File: src/rtl/regfile_dump_reader_if.sv
// Bundle of the dump controller's control, regfile read port and output stream.
// master is the dump engine; slave is whoever drives start/ready and serves rd_data.
`timescale 1ns/1ps
interface regfile_dump_reader_if #(
    parameter int AW = 5,
    parameter int DW = 32
);
    logic          start;
    logic          abort;
    logic [AW-1:0] first_addr;
    logic [AW-1:0] last_addr;
    logic [AW-1:0] rd_addr;
    logic [DW-1:0] rd_data;
    logic          out_valid;
    logic          out_ready;
    logic [DW-1:0] out_data;
    logic [AW-1:0] out_addr;
    logic          out_last;
    logic          busy;
    logic          done;

    modport master (
        input  start, abort, first_addr, last_addr, rd_data, out_ready,
        output rd_addr, out_valid, out_data, out_addr, out_last, busy, done
    );

    modport slave (
        output start, abort, first_addr, last_addr, rd_data, out_ready,
        input  rd_addr, out_valid, out_data, out_addr, out_last, busy, done
    );
endinterface

File: src/rtl/regfile_dump_reader.sv
// Debug dump engine: walks a wrap-around register range through one combinational
// read port and streams each captured value out with its address.
//
// state | meaning
// IDLE  | waiting for start
// FETCH | rd_addr holds first address; capture it on the next edge
// HOLD  | word presented on out_*; each handshake captures the next word
// DONE  | one-cycle done pulse after the last word was accepted
`timescale 1ns/1ps
module regfile_dump_reader #(
    parameter int NREGS = 32,
    parameter int AW    = 5,
    parameter int DW    = 32
) (
    input  logic                  Clk,
    input  logic                  Rst_n,
    regfile_dump_reader_if.master bus
);

    typedef enum logic [1:0] {
        IDLE  = 2'd0,
        FETCH = 2'd1,
        HOLD  = 2'd2,
        DONE  = 2'd3
    } state_t;

    state_t        state_q, state_d;
    logic [AW-1:0] rd_addr_q;
    logic [AW-1:0] rd_addr_inc;
    logic [AW-1:0] last_q;
    logic [AW-1:0] out_addr_q;
    logic [DW-1:0] out_data_q;
    logic          out_last_q;
    logic          load;
    logic          capture;

    always_comb begin
        rd_addr_inc = (rd_addr_q == AW'(NREGS - 1)) ? '0 : rd_addr_q + AW'(1);
    end

    always_ff @(posedge Clk or negedge Rst_n) begin
        if (!Rst_n) state_q <= IDLE;
        else        state_q <= state_d;
    end

    always_comb begin
        state_d = state_q;
        load    = 1'b0;
        capture = 1'b0;
        case (state_q)
            IDLE: begin
                if (bus.start && !bus.abort) begin
                    load    = 1'b1;
                    state_d = FETCH;
                end
            end
            FETCH: begin
                if (bus.abort) begin
                    state_d = IDLE;
                end else begin
                    capture = 1'b1;
                    state_d = HOLD;
                end
            end
            HOLD: begin
                if (bus.abort) begin
                    state_d = IDLE;
                end else if (bus.out_ready) begin
                    // Accepting a non-final word refills the output on the same edge.
                    if (out_last_q) state_d = DONE;
                    else            capture = 1'b1;
                end
            end
            DONE:    state_d = IDLE;
            default: state_d = IDLE;
        endcase
    end

    always_ff @(posedge Clk or negedge Rst_n) begin
        if (!Rst_n) begin
            rd_addr_q  <= '0;
            last_q     <= '0;
            out_addr_q <= '0;
            out_data_q <= '0;
            out_last_q <= 1'b0;
        end else begin
            if (load) begin
                rd_addr_q <= bus.first_addr;
                last_q    <= bus.last_addr;
            end
            if (capture) begin
                out_data_q <= bus.rd_data;
                out_addr_q <= rd_addr_q;
                out_last_q <= (rd_addr_q == last_q);
                rd_addr_q  <= rd_addr_inc;
            end else if (state_d != HOLD) begin
                out_last_q <= 1'b0;
            end
        end
    end

    assign bus.rd_addr   = rd_addr_q;
    assign bus.out_valid = (state_q == HOLD);
    assign bus.out_data  = out_data_q;
    assign bus.out_addr  = out_addr_q;
    assign bus.out_last  = out_last_q;
    assign bus.busy      = (state_q == FETCH) || (state_q == HOLD);
    assign bus.done      = (state_q == DONE);

endmodule

File: src/flat_wrapper.sv
// flat-port wrapper written by rule: the top's interface ports become plain ports
module regfile_dump_reader_flat 
#(
    parameter int NREGS = 32,
    parameter int AW    = 5,
    parameter int DW    = 32
)
  (Clk, Rst_n, bus_start, bus_abort, bus_first_addr, bus_last_addr, bus_rd_data, bus_out_ready, bus_rd_addr, bus_out_valid, bus_out_data, bus_out_addr, bus_out_last, bus_busy, bus_done);
  regfile_dump_reader_if #(.AW(AW), .DW(DW)) bus_i ();
  input  logic Clk;
  input  logic Rst_n;
  input wire logic [$bits(bus_i.start)-1:0] bus_start;
  input wire logic [$bits(bus_i.abort)-1:0] bus_abort;
  input wire logic [$bits(bus_i.first_addr)-1:0] bus_first_addr;
  input wire logic [$bits(bus_i.last_addr)-1:0] bus_last_addr;
  input wire logic [$bits(bus_i.rd_data)-1:0] bus_rd_data;
  input wire logic [$bits(bus_i.out_ready)-1:0] bus_out_ready;
  output wire logic [$bits(bus_i.rd_addr)-1:0] bus_rd_addr;
  output wire logic [$bits(bus_i.out_valid)-1:0] bus_out_valid;
  output wire logic [$bits(bus_i.out_data)-1:0] bus_out_data;
  output wire logic [$bits(bus_i.out_addr)-1:0] bus_out_addr;
  output wire logic [$bits(bus_i.out_last)-1:0] bus_out_last;
  output wire logic [$bits(bus_i.busy)-1:0] bus_busy;
  output wire logic [$bits(bus_i.done)-1:0] bus_done;
  assign bus_i.start = bus_start;
  assign bus_i.abort = bus_abort;
  assign bus_i.first_addr = bus_first_addr;
  assign bus_i.last_addr = bus_last_addr;
  assign bus_i.rd_data = bus_rd_data;
  assign bus_i.out_ready = bus_out_ready;
  assign bus_rd_addr = bus_i.rd_addr;
  assign bus_out_valid = bus_i.out_valid;
  assign bus_out_data = bus_i.out_data;
  assign bus_out_addr = bus_i.out_addr;
  assign bus_out_last = bus_i.out_last;
  assign bus_busy = bus_i.busy;
  assign bus_done = bus_i.done;
  regfile_dump_reader #(.NREGS(NREGS), .AW(AW), .DW(DW)) u_core (.Clk(Clk), .Rst_n(Rst_n), .bus(bus_i));
endmodule
File: config.mk
export PLATFORM = sky130hd
export DESIGN_NAME = regfile_dump_reader_flat
export DESIGN_NICKNAME = d
export VERILOG_FILES = /design/src/rtl/regfile_dump_reader_if.sv /design/src/rtl/regfile_dump_reader.sv /design/src/flat_wrapper.sv
export SDC_FILE = /design/constraint.sdc
export NUM_CORES = 1
export LEC_CHECK = 0
export ABC_CLOCK_PERIOD_IN_PS = 1600
export CAP_MARGIN = 15
export CORE_MARGIN = 5
export CORE_UTILIZATION = 38
export DETAILED_ROUTE_END_ITERATION = 8
export PLACE_DENSITY = 0.75
export SYNTH_ARGS = -nofsm -noshare
export SYNTH_HDL_FRONTEND = slang
export SYNTH_SLANG_ARGS = --single-unit
File: constraint.sdc
create_clock -name Clk -period 1.6 [get_ports Clk]
set_input_delay 0.32 -clock Clk [delete_from_list [all_inputs] [get_ports Clk]]
set_output_delay 0.32 -clock Clk [all_outputs]
set_load 0.05 [all_outputs]
# --- Word-level counts from Yosys, hierarchy flattened ---
# Cells that the tools add are included.
totals:
  reg_bits: 50
  latch_bits: 0
  ramBits: 0
  mem_bits_ro: 0
  in_bits: 47
  out_inout_bits: 46
  wordCells: 37
  memories: 0
op_classes:
  add_sub_neg: 1
  mul: 0
  n_div: 0
  n_lt_le_gt_ge: 0
  n_eq_ne: 6
  shift: 0
  muxes: 18
  bitwise: 0
  reduce_logical: 6
op_table:
  columns: ["cell", "count"]
  rows:
  - ["two-way mux 5 bit", 3]
  - ["two-way mux 2 bit", 5]
  - ["two-way mux 1 bit", 8]
  - ["one-hot mux 2 bit (4 select lines)", 1]
  - ["adder 5 x 1 -> 5 bit (second input constant)", 1]
  - ["equality test 5 bit", 1]
  - ["equality test 5 bit (second input constant)", 1]
  - ["equality test 2 bit (second input constant)", 2]
  - ["nonzero test 2 bit", 2]
  - ["equality test 2 x 1 -> 1 bit (second input constant)", 1]
  - ["zero test 2 bit", 1]
  - ["!= test 2 bit (second input constant)", 1]
  - ["one-hot mux 1 bit (2 select lines)", 1]
  - ["logical AND 1 bit", 1]
  - ["zero test 1 bit", 1]
  - ["logical OR 1 bit", 1]

# --- Logic depth before layout (Yosys ltp) ---
# Gate-level depths: netlist of the first run.
depth:
  word_depth: 7
  mapped_depth: 8
  ltp_nobuf: 7

# --- Worst setup path before layout of the first run ---
# No wires, ideal clock.
synth_path:
  path_type: "flip-flop to flip-flop"
  from: "reg u_core.state_q[0]"
  to: "reg u_core.out_addr_q[0] (netlist: u_core.bus.out_addr[0])"
  setup_ns: 0.125
  t_arrival_ns: 1.927
  required_time_ns: 1.475
  path_slack_ns: -0.452
  stages_incl_launch_ff: 7
  path_buffers: 1
  synth_period_minus_slack_ns: 2.052
  cell_sequence: "dfrtp_1 > inv_1 > ha_1 > and3b_2 > o21ai_4 > buf_4 > mux2_2"
synth_via:
  elab_chain_cells: 2
synth_lines:
  columns: ["element", "line", "rtl"]
  rows:
  - ["start: declaration", "regfile_dump_reader.sv:27", "state_t state_q, state_d;"]
  - ["start signal: assignment", "regfile_dump_reader.sv:43", "else state_q <= state_d;"]
  - ["equality test 2 bit", null, null]
  - ["named net bus_out_valid", "flat_wrapper.sv:19", "output wire logic [$bits(bus_i.out_valid)-1:0] bus_out_valid;"]
  - ["one-hot mux 1 bit (2 select lines)", "regfile_dump_reader.sv:50", "case (state_q)"]
  - ["end signal: assignment", "regfile_dump_reader.sv:93", "out_addr_q <= rd_addr_q;"]
  - ["end: declaration", "regfile_dump_reader.sv:31", "logic [AW-1:0] out_addr_q;"]
# The timed path passes the listed nets, and every way through them passes these cells.
# A chain may end at the register's enable or synchronous reset.

# --- Worst setup path in the final report of the first run ---
layout_path:
  from: "reg u_core.state_q[1]"
  to: "reg u_core.out_data_q[27] (netlist: u_core.bus.out_data[27])"
layout_via:
  elab_chain_cells: 2
layout_lines:
  columns: ["element", "line", "rtl"]
  rows:
  - ["equality test 2 bit / equality test 2 x 1 -> 1 bit (equally long branches)", "regfile_dump_reader.sv:50", null]
  - ["one-hot mux 1 bit (2 select lines) *", "regfile_dump_reader.sv:50", null]
  - ["end signal: assignment", "regfile_dump_reader.sv:92", "out_data_q <= bus.rd_data;"]
  - ["end: declaration", "regfile_dump_reader.sv:32", "logic [DW-1:0] out_data_q;"]
# Mark *: on every way between the ends. The rest lies on a longest branch, timed or not.

==> tab_implementation.tex, run 1 <==
\begin{tabular}{lr}
\hline
Metric & Value \\
\hline
\multicolumn{2}{l}{\textbf{Status}} \\
\quad Result of the run & complete, but fails checks \\
\quad Violations in the final reports & negative setup slack \\
\multicolumn{2}{l}{\textbf{STA}} \\
\quad Number of failing hold endpoints at the final stage & 0 \\
\quad Setup violation total in the final timing report & 42 \\
\quad Final-report max-slew violation count & 0 \\
\quad Highest clock frequency the design can meet & 580.5 MHz \\
\quad Max Clock Skew & 0.01124 ns \\
\quad Worst-Margin Slew & 0.4319 ns \\
\quad Final setup slack of the worst path & -0.1226 ns \\
\quad Setup repair after global routing missed its margin & true \\
\quad Slew margin rel. & 0.7121 \\
\quad Ratio of final minimum period to clock period & 1.077 \\
\quad Crit path time final & 1.723 ns \\
\multicolumn{2}{l}{\textbf{Synth}} \\
\quad Yosys reg bits & 50 \\
\quad Syn\_nets & 208 \\
\quad Commonest cells in the netlist & 50 x sky130\_fd\_sc\_hd\_\_dfrtp\_1, 43 x sky130\_fd\_sc\_hd\_\_mux2\_2, 7 x sky130\_fd\_sc\_hd\_\_ha\_1, 6 x sky130\_fd\_sc\_hd\_\_a21oi\_1 \\
\quad Post-synthesis instance area & 2190 µm² \\
\quad Number of enable flip-flop cells after synthesis & 0 \\
\quad Post-synthesis async set-or-reset flop share & 1.000 \\
\quad Fraction of the yosys area taken by sequential cells & 0.5714 \\
\quad Largest area contributor in the netlist & sky130\_fd\_sc\_hd\_\_dfrtp\_1 \\
\quad Area fraction of the dominant cell type after synthesis & 0.5714 \\
\quad Post-synth top flop & sky130\_fd\_sc\_hd\_\_dfrtp\_1 \\
\quad Count of yosys warnings during synthesis & 0 \\
\quad Library cells used by synthesis & 31 \\
\quad Number of standard cells after synthesis & 154 \\
\quad Most frequent cell after synthesis & sky130\_fd\_sc\_hd\_\_dfrtp\_1 \\
\quad Mean cell area of the mapped netlist & 14.22 µm² \\
\quad Leading post-synthesis cells by cell area & sky130\_fd\_sc\_hd\_\_dfrtp\_1 57\%, sky130\_fd\_sc\_hd\_\_mux2\_2 22\%, sky130\_fd\_sc\_hd\_\_ha\_1 4.0\% \\
\multicolumn{2}{l}{\textbf{Die}} \\
\quad Area of the core region & between 5000 and 6000 µm² \\
\quad Die Width & 85.91 µm \\
\quad Effective utilization at floorplan & 0.3952 \\
\quad Count of boundary I/O pins & 93 \\
\quad Die H & 85.91 µm \\
\quad Die area & 7381 µm² \\
\quad Total number of placement rows & 27 \\
\multicolumn{2}{l}{\textbf{Global routing}} \\
\quad Vias in the first global route & roughly 1700 \\
\quad Wire length of the first global-routing pass & 8355 µm \\
\quad Initial antenna violation count & 0 \\
\quad Maximum number of pins on one net before global-route repair & 27 \\
\quad Overflow after GRT & 0 \\
\quad Total Routing Usage GR & 0.1418 \\
\multicolumn{2}{l}{\textbf{Clock tree}} \\
\quad CTS tree & yes \\
\quad TritonCTS sink count & 50 \\
\quad Clock buffers created by TritonCTS & 5 \\
\quad Library cell used as clock root buffer & sky130\_fd\_sc\_hd\_\_clkbuf\_8 \\
\quad Clock latency reported for the late side of the worst-skew pair & 0.29 ns \\
\quad Maximum buffer depth of the clock tree & 2 \\
\quad CTS H-tree lvls & 2 \\
\quad Clock Pin Slew Worst Setup and Hold Paths & 0.09 ns \\
\multicolumn{2}{l}{\textbf{Worst setup path}} \\
\quad Maximum fanout along the worst path & 26 \\
\quad Required arrival time at the worst endpoint & 1.78 ns \\
\quad Capturing element type of the critical path & register \\
\quad Startpoint types & register \\
\quad Startpoint-to-endpoint class of the critical path & reg -> reg \\
\quad Number of cells on the worst reg-to-reg path & 6 \\
\quad Arrival time of data at the critical path endpoint & $\sim$1.9 ns \\
\multicolumn{2}{l}{\textbf{Power and ir drop}} \\
\quad Power density over the cells & approximately 2300 nW/µm² \\
\quad Worst ir drop on vdd & 1177 µV \\
\quad Reported leakage power & 1.604 nW \\
\quad Overall power & 8.201 mW \\
\multicolumn{2}{l}{\textbf{Job}} \\
\quad Max Cap Viol & 0 \\
\multicolumn{2}{l}{\textbf{Cells and area}} \\
\quad Filler cells & $\sim$450 \\
\quad Share of layout cells above drive strength 1 & 0.4834 \\
\quad Area occupied by registers & about 1300 µm² \\
\quad Combined area of the multi-input logic cells & 929.6 µm² \\
\quad Area overhead of the layout relative to synthesis & 60.00\% \\
\quad Diodes inserted & 0 \\
\quad Number of nets in the layout & about 320 \\
\multicolumn{2}{l}{\textbf{Place}} \\
\quad Port Buffers & slightly above 90 \\
\quad DP Wirelength & 4084 µm \\
\quad Global placer's final weighted congestion & about 0.86 \\
\quad Placement Setup Slack & -0.2952 ns \\
\multicolumn{2}{l}{\textbf{Routing}} \\
\quad Drt via density & 4.714 \\
\quad Routed wl met3 & 356 µm \\
\quad Post-detailed-route DRC marker count & 0 \\
\quad Vias after detailed routing & 1617 \\
\quad Final ANT Viol Nets & 0 \\
\quad DRT iter0 DRCs & 26 \\
\quad Number of iterations in the first detailed-routing pass & 4 \\
\quad Wire length the detailed router placed on met1 & 2121 µm \\
\quad Routed wirelength normalized by instance count & 14.91 µm \\
\quad Met2 Wirelength & 2585 µm \\
\quad Top routing layer used & met4 \\
\quad Total routed wirelength & 5113 µm \\
\multicolumn{2}{l}{\textbf{Min path}} \\
\quad Class of the worst hold path & in -> async \\
\hline
\end{tabular}
## per-layer routing
layer  vias to the layer above  track usage
met5                         -            0
met4                         0      0.04173
met3                         5      0.04227
met2                        54       0.2369
met1                       786       0.1774
li1                        772            -
## cells in the final DEF (no fill, tap or decap), drive strengths merged, types with 3 or more instances in the layout
cell	count
nor2	3
clkdlybuf4s50	45
o21ai	6
nand2	4
a21oi	6
inv	4
dfrtp	50
mux2	43
ha	7
buf	68
clkbuf	7
xor2	3
nand3	4
## area by class of cell
cell class	instances	share of cell area
Clock buffer	7	0.02179
Tap cell	72	0.02571
Inverter	4	0.004286
Multi-Input combinational cell	95	0.2654
Clock inverter	1	0.002143
Sequential cell	50	0.3579
Timing Repair Buffer	114	0.3229
## kinds of logic (layout without fill, tap and decap cells)
family          Yosys count  count (layout)  share of synthesized area
compound gates           16              16                    0.04858
xor+xnor                  5               5                    0.02000
fa+ha+maj                 7               7                    0.04000
buf+inv                   9             126                    0.02914
flops                    50              50                     0.5714
mux                      45              45                     0.2303
simple gates             22              22                    0.06058
## power by group
group / internal (mW) / leakage, nW / switching (mW)
registers: 1.89 / 0.605 / 0.391
logic: 2.17 / 0.961 / 3.06
clock network: 0.310 / 0.0385 / 0.379
total: 4.37 / 1.60 / 3.83
## worst max-delay path: stages (launching register included)
cell                      delay, ns
sky130_fd_sc_hd__dfrtp_1       0.43
sky130_fd_sc_hd__inv_2         0.13
sky130_fd_sc_hd__ha_4          0.21
sky130_fd_sc_hd__and2b_1       0.18
sky130_fd_sc_hd__o21ai_4       0.10
sky130_fd_sc_hd__buf_12        0.21
sky130_fd_sc_hd__mux2_2        0.35
## sequential cells by signal, summed over array words and instances, names as in the netlist
name / count
u_core.last_q: 5
u_core.bus.out_data: 32
u_core.bus.out_last: 1
u_core.bus.rd_addr: 5
u_core.bus.out_addr: 5
u_core.state_q: 2
## through the flow
step | instances | setup TNS, ns | utilization | hold slack (ns) | cell area [µm²]
6_report | 343 | -4.202 | 0.6323 | 0.4886 | 3503
5_1_grt | 343 | -7.677 | 0.6323 | 0.5309 | 3503
4_1_cts | 343 | -4.265 | 0.6303 | 0.4950 | 3492
3_5_place_dp | 332 | -12.27 | 0.6073 | 0.2967 | 3364
3_3_place_gp | 332 | -11.21 | 0.6073 | 0.2832 | 3364
2_1_floorplan | 154 | -6.513 | - | 0.02441 | 2221
## final timing paths
path,from,to,slack (ns)
max,u_core.state_q[1],u_core.bus.out_data[27],-0.12
min,Rst_n,u_core.bus.rd_addr[2],0.49
max reg2reg,u_core.state_q[1],u_core.bus.out_data[27],-0.12
min reg2reg,u_core.bus.out_data[13],u_core.bus.out_data[13],0.51
max in group asynchronous,Rst_n,u_core.last_q[2],0.54
min in group Clk,u_core.bus.out_data[13],u_core.bus.out_data[13],0.51
## what timing repair did
item,in CTS,in global routing
hold endpoints to repair,16,0
gates resized for setup,6,2
setup endpoints to repair,43,44
hold buffers,1,0
buffers inserted,2,0
Power figures use the tool's default switching activity.
==> inputs of run 2 (changes only) <==
--- a/config.mk
+++ b/config.mk
@@ -10,6 +10,7 @@
 export CORE_MARGIN = 5
 export CORE_UTILIZATION = 38
 export DETAILED_ROUTE_END_ITERATION = 8
+export MAX_ROUTING_LAYER = met4
 export PLACE_DENSITY = 0.75
 export SYNTH_ARGS = -nofsm -noshare
 export SYNTH_HDL_FRONTEND = slang
==> tab_implementation.tex, run 2 (synthesized netlist as in run 1, its figures left out) <==
\begin{tabular}{lr}
\hline
Metric & Value \\
\hline
\multicolumn{2}{l}{\textbf{Place}} \\
\quad Global placer's final weighted congestion & 0.8775 (was 0.8635) \\
\quad Total cell area at the placement stage & 3364 µm² (unchanged) \\
\quad DP Wirelength & 4084 µm (unchanged) \\
\quad Port Buffers & 92 (unchanged) \\
\multicolumn{2}{l}{\textbf{Clock tree}} \\
\quad Maximum buffer depth of the clock tree & 2 (unchanged) \\
\quad TritonCTS sink count & 50 (unchanged) \\
\quad Clock buffers created by TritonCTS & 5 (unchanged) \\
\quad CTS tree & yes (unchanged) \\
\quad Library cell used as clock root buffer & sky130\_fd\_sc\_hd\_\_clkbuf\_8 (unchanged) \\
\quad Clock latency reported for the late side of the worst-skew pair & 0.30 ns (was 0.29 ns) \\
\quad Clock Pin Slew Worst Setup and Hold Paths & 0.09 ns (about the same) \\
\quad CTS H-tree lvls & 2 (unchanged) \\
\multicolumn{2}{l}{\textbf{STA}} \\
\quad Crit path time final & 1.723 ns (about the same) \\
\quad Final-report max-slew violation count & 0 (unchanged) \\
\quad Number of failing hold endpoints at the final stage & 0 (unchanged) \\
\quad Ratio of final minimum period to clock period & 1.077 (about the same) \\
\quad Final setup slack of the worst path & -0.1228 ns (was -0.1226 ns) \\
\quad Setup tns final & -4.203 ns (was -4.202 ns) \\
\quad Final-layout worst hold slack & 0.4883 ns (was 0.4886 ns) \\
\quad Setup violation total in the final timing report & 42 (unchanged) \\
\quad Worst-Margin Slew & 0.4332 ns (was 0.4319 ns) \\
\quad Setup repair after global routing missed its margin & true (unchanged) \\
\quad Slew margin rel. & 0.7112 (was 0.7121) \\
\quad Max Clock Skew & 0.01124 ns (about the same) \\
\quad Highest clock frequency the design can meet & 580.5 MHz (about the same) \\
\multicolumn{2}{l}{\textbf{Status}} \\
\quad Result of the run & complete, but fails checks (unchanged) \\
\quad Violations in the final reports & negative setup slack (unchanged) \\
\multicolumn{2}{l}{\textbf{Cells and area}} \\
\quad Leading cell types in the layout, fill and taps excluded & 54 x sky130\_fd\_sc\_hd\_\_buf\_4, 48 x sky130\_fd\_sc\_hd\_\_dfrtp\_1, 45 x sky130\_fd\_sc\_hd\_\_clkdlybuf4s50\_1 (unchanged) \\
\quad Area overhead of the layout relative to synthesis & 60.00\% (unchanged) \\
\quad Most frequent standard cell in the layout excluding fill and tap cells & sky130\_fd\_sc\_hd\_\_buf\_4 (unchanged) \\
\quad Non-Filler Cell Area, Final & 3503 µm² (unchanged) \\
\quad Number of nets in the layout & 324 (unchanged) \\
\quad Share of layout cells above drive strength 1 & 0.4834 (unchanged) \\
\quad Number of flip-flops in the largest register & 32 (unchanged) \\
\quad Final Util & 0.6323 (unchanged) \\
\quad Diodes inserted & 0 (unchanged) \\
\quad Filler cells & 446 (unchanged) \\
\multicolumn{2}{l}{\textbf{Power and ir drop}} \\
\quad Reported leakage power & 1.604 nW (unchanged) \\
\quad Power density over the cells & 2341 nW/µm² (about the same) \\
\quad Worst ir drop on vdd & 1180 µV (was 1177 µV) \\
\multicolumn{2}{l}{\textbf{Worst setup path}} \\
\quad Arrival time of data at the critical path endpoint & 1.90 ns (about the same) \\
\quad Required arrival time at the worst endpoint & 1.78 ns (about the same) \\
\quad Maximum fanout along the worst path & 26 (unchanged) \\
\quad Capturing element type of the critical path & register (unchanged) \\
\quad Reg2reg start & u\_core.state\_q[1] (unchanged) \\
\quad Startpoint types & register (unchanged) \\
\quad Startpoint-to-endpoint class of the critical path & reg -> reg (unchanged) \\
\quad Worst setup path startpoint & u\_core.state\_q[1] (unchanged) \\
\multicolumn{2}{l}{\textbf{Routing}} \\
\quad Final ANT Viol Nets & 0 (unchanged) \\
\quad Routed wirelength normalized by instance count & 14.92 µm (was 14.91 µm) \\
\quad Drt via density & 4.738 (was 4.714) \\
\quad Number of iterations in the first detailed-routing pass & 4 (unchanged) \\
\quad Post-detailed-route DRC marker count & 0 (unchanged) \\
\quad Vias after detailed routing & 1625 (was 1617) \\
\quad DRT iter0 DRCs & 32 (was 26) \\
\quad Total routed wirelength & 5118 µm (was 5113 µm) \\
\multicolumn{2}{l}{\textbf{Die}} \\
\quad Die H & 85.91 µm (unchanged) \\
\quad Total number of placement rows & 27 (unchanged) \\
\quad Die Width & 85.91 µm (unchanged) \\
\quad Count of boundary I/O pins & 93 (unchanged) \\
\quad Effective utilization at floorplan & 0.3952 (unchanged) \\
\quad Area of the core region & 5540 µm² (unchanged) \\
\quad Die area & 7381 µm² (unchanged) \\
\multicolumn{2}{l}{\textbf{Global routing}} \\
\quad Wire length of the first global-routing pass & 8355 µm (unchanged) \\
\quad Vias in the first global route & 1721 (unchanged) \\
\quad Total Routing Usage GR & 0.1461 (was 0.1418) \\
\quad Initial antenna violation count & 0 (unchanged) \\
\quad Maximum number of pins on one net before global-route repair & 27 (unchanged) \\
\quad Overflow after GRT & 0 (unchanged) \\
\multicolumn{2}{l}{\textbf{Job}} \\
\quad Max Cap Viol & 0 (unchanged) \\
\multicolumn{2}{l}{\textbf{Min path}} \\
\quad Class of the worst hold path & in -> async (unchanged) \\
\hline
\end{tabular}
run 2: critical path, stage by stage, from the launching register on:
cell	delay, ns
sky130_fd_sc_hd__dfrtp_1	0.43
sky130_fd_sc_hd__inv_2	0.13
sky130_fd_sc_hd__ha_4	0.21
sky130_fd_sc_hd__and2b_1	0.18
sky130_fd_sc_hd__o21ai_4	0.10
sky130_fd_sc_hd__buf_12	0.21
sky130_fd_sc_hd__mux2_2	0.35
run 2: timing repair:
item,in CTS,in global routing
gates resized for setup,6,2
endpoints found under the setup margin,43,44
buffers inserted,2,0
gates cloned,0,0
endpoints found under the hold margin,16,0
hold buffers,1,0
run 2: layout make-up:
type,instances,area [µm²],area share
Clock buffer,7,76.32,0.02179
Clock inverter,1,7.507,0.002143
Inverter,4,15.01,0.004286
Multi-Input combinational cell,95,929.6,0.2654
Sequential cell,50,1254,0.3579
Tap cell,72,90.09,0.02571
Timing Repair Buffer,114,1131,0.3229
run 2: power breakdown:
group | total (mW) | leakage (nW) | internal (mW) | switching (mW)
clock | 0.690 | 0.0385 | 0.310 | 0.380
combinational | 5.23 | 0.961 | 2.17 | 3.06
sequential | 2.28 | 0.605 | 1.89 | 0.390
total | 8.20 | 1.60 | 4.37 | 3.83
run 2: worst paths after layout:
kind	cells past startpoint	slack [ns]	end
worst max register to register	6	-0.12	u_core.bus.out_data[27]
min in group Clk	1	0.51	u_core.bus.out_data[3]
worst min-delay path	2	0.49	u_core.bus.rd_addr[2]
worst min register to register	1	0.51	u_core.bus.out_data[3]
worst max-delay path	6	-0.12	u_core.bus.out_data[27]
max in group asynchronous	3	0.54	u_core.last_q[2]
run 2: layer usage:
metal,vias up,part of all wire,global-route usage
li1,771,-,-
met1,794,0.42,0.1805
met2,55,0.51,0.2369
met3,5,0.064,0.03746
met4,0,0.0096,0.04173
met5,-,0,-
run 2: per-stage QoR:
step	setup slack, ns	power [mW]	std cells
after CTS	-0.1225	8.289	343
final	-0.1228	8.201	343
after global placement	-0.2605	7.390	332
after global routing	-0.2014	8.645	343
after floorplan	-0.1700	5.582	154
after detailed placement	-0.2952	7.504	332
